--- src/rtl/fpga_board_reset_seq_pkg.sv ---
// Shared types and board defaults for the board-level reset/power-up sequencer.
package fpga_board_reset_seq_pkg;

    // Sequencer states; encodings are also shown on the debug LEDs.
    typedef enum logic [2:0] {
        WAIT_LOCK = 3'd0,
        SD_PWR    = 3'd1,
        SOC_HOLD  = 3'd2,
        RUN       = 3'd3
    } seq_state_e;

    // Nexys board defaults, 100 MHz reference clock.
    localparam int unsigned NEXYS_DEBOUNCE_CYCLES = 50000;   // 0.5 ms button settle
    localparam int unsigned NEXYS_SD_PWR_CYCLES   = 100000;  // 1 ms SD supply ramp
    localparam int unsigned NEXYS_SOC_RST_CYCLES  = 256;     // SoC reset hold
    localparam int unsigned NEXYS_CNT_W           = 20;

    // Registered pin-level outputs, all active-low except ready.
    typedef struct packed {
        logic soc_rst_n;
        logic jtag_trst_n;
        logic sd_pwr_en_n;
        logic ready;
    } seq_out_t;

    // Output pattern owned by each state; loaded together with the state register.
    function automatic seq_out_t state_outputs(seq_state_e s);
        seq_out_t o;
        o.soc_rst_n   = 1'b0;
        o.jtag_trst_n = 1'b0;
        o.sd_pwr_en_n = 1'b0;
        o.ready       = 1'b0;
        case (s)
            WAIT_LOCK: o.sd_pwr_en_n = 1'b1;
            RUN: begin
                o.soc_rst_n   = 1'b1;
                o.jtag_trst_n = 1'b1;
                o.ready       = 1'b1;
            end
            default: ;
        endcase
        return o;
    endfunction

    // A delay must be non-zero and reachable by a counter of the given width.
    function automatic bit cycles_ok(int unsigned cycles, int unsigned width);
        return (cycles != 0) && (longint'(cycles) < (longint'(1) << width));
    endfunction

endpackage

--- src/rtl/fpga_board_reset_seq_debounce.sv ---
// Two-flop synchronizer followed by a level debouncer for a bouncy async input.
import fpga_board_reset_seq_pkg::*;

module rst_debounce #(
    parameter int unsigned DEBOUNCE_CYCLES = NEXYS_DEBOUNCE_CYCLES,
    parameter int unsigned CNT_W           = NEXYS_CNT_W,
    parameter logic        RESET_VAL       = 1'b1
) (
    input  logic clk_i,
    input  logic rst_i,
    input  logic din_i,
    output logic dout_o
);

    localparam logic [CNT_W-1:0] CNT_LAST = CNT_W'(DEBOUNCE_CYCLES - 1);

    if (!cycles_ok(DEBOUNCE_CYCLES, CNT_W)) begin : g_bad_debounce
        $error("rst_debounce: DEBOUNCE_CYCLES must be in 1 .. 2**CNT_W-1");
    end

    logic             sync_q1;
    logic             sync_q2;
    logic [CNT_W-1:0] cnt_q;

    // Bring the raw pin into the clock domain; reset to the idle level.
    always_ff @(posedge clk_i) begin
        if (rst_i) begin
            sync_q1 <= RESET_VAL;
            sync_q2 <= RESET_VAL;
        end else begin
            sync_q1 <= din_i;
            sync_q2 <= sync_q1;
        end
    end

    // Accept a new level only after it has differed for DEBOUNCE_CYCLES straight cycles.
    always_ff @(posedge clk_i) begin
        if (rst_i) begin
            cnt_q  <= '0;
            dout_o <= RESET_VAL;
        end else if (sync_q2 == dout_o) begin
            cnt_q  <= '0;
        end else if (cnt_q == CNT_LAST) begin
            cnt_q  <= '0;
            dout_o <= sync_q2;
        end else begin
            cnt_q  <= cnt_q + 1'b1;
        end
    end

endmodule

--- src/rtl/fpga_board_reset_seq.sv ---
// Board reset sequencer: clock lock -> SD power -> SoC/JTAG reset release.
// Lock loss is a cold restart (SD power cycled); the button is a warm restart.
import fpga_board_reset_seq_pkg::*;

module fpga_board_reset_seq #(
    parameter int unsigned DEBOUNCE_CYCLES = NEXYS_DEBOUNCE_CYCLES,
    parameter int unsigned SD_PWR_CYCLES   = NEXYS_SD_PWR_CYCLES,
    parameter int unsigned SOC_RST_CYCLES  = NEXYS_SOC_RST_CYCLES,
    parameter int unsigned CNT_W           = NEXYS_CNT_W
) (
    input  logic       clk_i,
    input  logic       rst_i,
    input  logic       clk_locked_i,
    input  logic       btn_reset_ni,
    output logic       soc_rst_no,
    output logic       jtag_trst_no,
    output logic       sd_pwr_en_no,
    output logic       ready_o,
    output logic [2:0] state_o
);

    localparam logic [CNT_W-1:0] SD_LAST  = CNT_W'(SD_PWR_CYCLES - 1);
    localparam logic [CNT_W-1:0] SOC_LAST = CNT_W'(SOC_RST_CYCLES - 1);

    if (!cycles_ok(SD_PWR_CYCLES, CNT_W)) begin : g_bad_sd
        $error("fpga_board_reset_seq: SD_PWR_CYCLES must be in 1 .. 2**CNT_W-1");
    end
    if (!cycles_ok(SOC_RST_CYCLES, CNT_W)) begin : g_bad_soc
        $error("fpga_board_reset_seq: SOC_RST_CYCLES must be in 1 .. 2**CNT_W-1");
    end

    logic             lock_q1;
    logic             lock_q2;
    logic             btn_db;     // debounced button, 1 = released
    logic             btn_pressed;
    seq_state_e       state_q;
    logic [CNT_W-1:0] cnt_q;
    seq_out_t         out_q;

    // Lock is a clean level from the clock generator, so a plain synchronizer suffices.
    always_ff @(posedge clk_i) begin
        if (rst_i) begin
            lock_q1 <= 1'b0;
            lock_q2 <= 1'b0;
        end else begin
            lock_q1 <= clk_locked_i;
            lock_q2 <= lock_q1;
        end
    end

    rst_debounce #(
        .DEBOUNCE_CYCLES (DEBOUNCE_CYCLES),
        .CNT_W           (CNT_W),
        .RESET_VAL       (1'b1)
    ) u_btn_db (
        .clk_i  (clk_i),
        .rst_i  (rst_i),
        .din_i  (btn_reset_ni),
        .dout_o (btn_db)
    );

    assign btn_pressed = ~btn_db;

    // Sequencer FSM; outputs are loaded with the next state so pins follow the state register.
    always_ff @(posedge clk_i) begin
        if (rst_i) begin
            state_q <= WAIT_LOCK;
            cnt_q   <= '0;
            out_q   <= state_outputs(WAIT_LOCK);
        end else if (state_q != WAIT_LOCK && !lock_q2) begin
            // Lock loss wins over the button and over counter expiry.
            state_q <= WAIT_LOCK;
            cnt_q   <= '0;
            out_q   <= state_outputs(WAIT_LOCK);
        end else begin
            case (state_q)
                WAIT_LOCK: begin
                    cnt_q <= '0;
                    if (lock_q2) begin
                        state_q <= SD_PWR;
                        out_q   <= state_outputs(SD_PWR);
                    end
                end
                SD_PWR: begin
                    if (cnt_q == SD_LAST) begin
                        state_q <= SOC_HOLD;
                        cnt_q   <= '0;
                        out_q   <= state_outputs(SOC_HOLD);
                    end else begin
                        cnt_q   <= cnt_q + 1'b1;
                    end
                end
                SOC_HOLD: begin
                    // A held button stalls the release; the hold time restarts on release.
                    if (btn_pressed) begin
                        cnt_q   <= '0;
                    end else if (cnt_q == SOC_LAST) begin
                        state_q <= RUN;
                        cnt_q   <= '0;
                        out_q   <= state_outputs(RUN);
                    end else begin
                        cnt_q   <= cnt_q + 1'b1;
                    end
                end
                RUN: begin
                    cnt_q <= '0;
                    if (btn_pressed) begin
                        state_q <= SOC_HOLD;
                        out_q   <= state_outputs(SOC_HOLD);
                    end
                end
                default: begin
                    state_q <= WAIT_LOCK;
                    cnt_q   <= '0;
                    out_q   <= state_outputs(WAIT_LOCK);
                end
            endcase
        end
    end

    assign soc_rst_no   = out_q.soc_rst_n;
    assign jtag_trst_no = out_q.jtag_trst_n;
    assign sd_pwr_en_no = out_q.sd_pwr_en_n;
    assign ready_o      = out_q.ready;
    assign state_o      = state_q;

endmodule

--- config.mk ---
export PLATFORM = sky130hd
export DESIGN_NAME = fpga_board_reset_seq
export DESIGN_NICKNAME = d
export VERILOG_FILES = /design/src/rtl/fpga_board_reset_seq_pkg.sv /design/src/rtl/fpga_board_reset_seq_debounce.sv /design/src/rtl/fpga_board_reset_seq.sv
export SDC_FILE = /design/constraint.sdc
export NUM_CORES = 1
export LEC_CHECK = 0
export CORE_UTILIZATION = 45
export CTS_CLUSTER_SIZE = 28
export DETAILED_ROUTE_END_ITERATION = 8
export PLACE_DENSITY = 0.71
export SYNTH_ARGS = -nofsm -noshare
export SYNTH_HDL_FRONTEND = slang
export SYNTH_HIERARCHICAL = 1
export SYNTH_SLANG_ARGS = --single-unit
export TNS_END_PERCENT = 1
--- constraint.sdc ---
create_clock -name clk_i -period 4.32 [get_ports clk_i]
set_input_delay 0.432 -clock clk_i [delete_from_list [all_inputs] [get_ports clk_i]]
set_output_delay 0.432 -clock clk_i [all_outputs]
set_load 0.01 [all_outputs]
==> impl_metrics.csv <==
group,metric,value,unit
pwr,finalPower,914,uW
clock_network,cts_inserted_buffers,5,
worst_setup_path,crit_arrival,2.28,ns
place,dpl.hpwl,2740,um
logic_synthesis,ys_seq_elements,49,
logic_synthesis,synth.distinct_cells,50,
layout,fillers,457,
worst_setup_path,slowest_stage,"nor4_1",
logic_synthesis,syn_inst,255,
worst_setup_path,critPathRequiredTime,4.51,ns
floorplan,pin_count,11,
sta,fmax,478,MHz
clock_network,root_buffer,"clkbuf_8",
clock_network,cts_tree,"built",
drt,drt_first_pass_iters,4,
global_routing,antenna_found_initial,0,
drt,ant_nets,0,
logic_synthesis,syn_area_per_cell,9.01,sq um
layout,nets,275,
worst_setup_path,cp-start-kind,"flop",
clock_network,clock_sinks,49,
floorplan,initial_core_util,47.7,%
clock_network,insertion_delay,0.29,ns
worst_setup_path,crit_path_start,"cnt_q[0]$_SDFF_PP0_",
layout,final_common_cell,"dfxtp_1",
layout,insertedDiodeCount,0,
sta,slew_headroom,40.5,%
worst_setup_path,worstRegToRegCells,6,
pwr,leakage,0.000812,uW
flow_run,cap_violations,0,
worst_hold_path,holdPathEnd,"u_btn_db/sync_q2$_SDFF_PP1_",
global_routing,grt_usage,16.5,%
drt,vias,1736,
clock_network,path_clk_slew,0.09,ns
layout,final_core_util,52.8,%
sta,fin_crit,2.09,ns
sta,tns,0,ns
floorplan,rows,25,
clock_network,clockBufferDepth,2,
global_routing,gr-total-overflow,0,
worst_setup_path,path_cells,"ha_1 -> nand4_1 -> nor4_1 -> a31oi_1 -> a21o_2 -> a211o_1",
drt,wl,3970,um
drt,vias_per_cell,5.23,
sta,worst_pin_slew,0.885,ns
sta,slew_viol_final,0,
floorplan,core,4820,sq um
place,io_buffers,9,
layout,final_area,2540,sq um
worst_hold_path,worst_hold_path_type,"reg2reg",
sta,finalSetupViolCount,0,
layout,syn2layout_area_growth,10.7,%
logic_synthesis,syn_nets,266,
logic_synthesis,yosysSeqAreaShare,42.7,%
worst_setup_path,reg2reg_slack,2.23,ns
layout,drive_gt1_share,10.2,%
worst_setup_path,worst-setup-path-type,"reg2reg",
place,gp_congestion,0.762,
clock_network,ctsResizeCount,0,
worst_hold_path,min-delay-start,"u_btn_db/sync_q1$_SDFF_PP1_",
drt,drcViolationCount,0,
worst_setup_path,timing.rr.start,"cnt_q[0]$_SDFF_PP0_",
logic_synthesis,yosysWarnings,6,
run_status,outcome,"complete, no violations",
global_routing,grt_pass1_wl,6960,um
floorplan,die_h,73.5,um
drt,avgRoutedWirePerCell,12.0,um
layout,final_cell_mix,"dfxtp_1, nor2_1, nand3_1",
floorplan,die_area,5400,sq um
clock_network,holdBufCountCts,0,
worst_setup_path,r2r-end,"sd_pwr_en_no$_SDFFE_PP1P_",
clock_network,post-cts-setup-buffers,0,
sta,finalHoldWorstSlack,0.414,ns
pwr,p_per_area,359,nW/um^2
pwr,irDropWorstVdd,0.197,mV
floorplan,die_w,73.5,um
worst_setup_path,cp_max_fo,5,
sta,min_period_over_period,48.4,%
worst_setup_path,end_kind,"flop",
clock_network,htreeDepth,2,
sta,rsz0062_at_grt,"false",
logic_synthesis,synth_area,2300,sq um
worst_setup_path,worst-path-buf-inv,0,
place,place_area,2430,sq um
sta,finClkSkew,0.0106,ns
global_routing,grt_max_degree,21,
global_routing,first_global_vias,1633,
worst_setup_path,cp_top_family,"compound AO/OA/AOI/OAI gates",
sta,final_hold_viol_count,0,
worst_hold_path,min_path_cells,1,
drt,drt-initial-drc-count,73,
worst_setup_path,slowest_delay,0.43,ns
## registers in the layout, indices dropped and copies added, names as in the netlist
signal	cells
cnt_q	20
u_btn_db/cnt_q	20
state_o	2
lock_q1	1
lock_q2	1
sd_pwr_en_no	1
soc_rst_no	1
u_btn_db/dout_o	1
u_btn_db/sync_q1	1
u_btn_db/sync_q2	1
## layer usage
| layer | vias to the layer above | global-route usage, % | wire (um) |
|---|---|---|---|
| li1 | 906 | - | - |
| met1 | 797 | 22.2 | 2060 |
| met2 | 28 | 26.1 | 1730 |
| met3 | 5 | 3.43 | 131 |
| met4 | 0 | 5.77 | 48 |
| met5 | - | 0 | 0 |
## how the worst max path moves through the flow
| stage | to | slack (ns) | cells after the start |
|---|---|---|---|
| 2_1_floorplan | sd_pwr_en_no$_SDFFE_PP1P_ | 2.47 | 6 |
| 3_3_place_gp | sd_pwr_en_no$_SDFFE_PP1P_ | 2.24 | 6 |
| 3_5_place_dp | sd_pwr_en_no$_SDFFE_PP1P_ | 2.21 | 6 |
| 4_1_cts | sd_pwr_en_no$_SDFFE_PP1P_ | 2.21 | 6 |
| 5_1_grt | sd_pwr_en_no$_SDFFE_PP1P_ | 2.08 | 6 |
| 6_report | sd_pwr_en_no$_SDFFE_PP1P_ | 2.23 | 6 |
## cell families (layout without fill, tap and decap cells)
group	after synthesis	after routing	synth area share (%)
AOI/OAI and AO/OA	25	25	7.73
buffers and inverters	17	27	3.76
DFF	49	49	42.7
other	1	1	0.163
xor gates and xnor gates	31	31	11.8
muxes	2	2	0.871
and+or+nand+nor	123	123	29.2
adders and majority gates	7	7	3.81
## report_power, final
part           internal, uW  leakage (uW)  switching (uW)
clock network           189     0.0000585             143
registers               463      0.000396            10.3
logic                  52.9      0.000358            55.6
total                   704      0.000812             209
## area by class of cell
cell class | count | area, sq um | area share (%)
Multi-Input combinational cell | 189 | 1230 | 48.4
Sequential cell | 49 | 981 | 38.6
Timing Repair Buffer | 10 | 97.6 | 3.84
Clock buffer | 7 | 86.3 | 3.39
Tap cell | 67 | 83.8 | 3.30
Inverter | 9 | 33.8 | 1.33
Clock inverter | 1 | 30.0 | 1.18
## stage by stage
step | instances | setup WS, ns
after floorplan | 255 | 2.47
after global placement | 324 | 2.24
after detailed placement | 324 | 2.21
after CTS | 332 | 2.21
after global routing | 332 | 2.08
final | 332 | 2.23
## synthesized netlist by cell type, drive strengths merged
| cell type | number | share of area (%) |
|---|---|---|
| clkbuf | 1 | 0.16 |
| mux2i | 2 | 0.87 |
| nor3 | 8 | 2.0 |
| xor2 | 16 | 6.1 |
| a21boi | 1 | 0.33 |
| or3b | 1 | 0.38 |
| nor4 | 6 | 1.9 |
| o211ai | 1 | 0.33 |
| or4 | 7 | 2.7 |
| nor2b | 3 | 0.82 |
| nor2 | 43 | 7.1 |
| a221oi | 1 | 0.38 |
| or2 | 5 | 1.4 |
| ha | 7 | 3.8 |
| nand3 | 18 | 4.5 |
| a22oi | 1 | 0.33 |
| and4 | 3 | 1.2 |
| o31ai | 2 | 0.65 |
| o21ai | 5 | 1.6 |
| buf | 7 | 2.1 |
| nand2 | 13 | 2.1 |
| a31oi | 1 | 0.27 |
| dfxtp | 49 | 43 |
| nand2b | 1 | 0.27 |
| and3 | 2 | 0.60 |
| a21o | 1 | 0.38 |
| a211o | 2 | 0.76 |
| inv | 9 | 1.5 |
| o41ai | 1 | 0.38 |
| nand4 | 8 | 2.7 |
| or3 | 5 | 1.6 |
| o221a | 1 | 0.49 |
| xnor2 | 15 | 5.7 |
| o21a | 1 | 0.33 |
| a21oi | 7 | 1.5 |
| conb | 1 | 0.16 |
(Power assumes the default switching activity.)
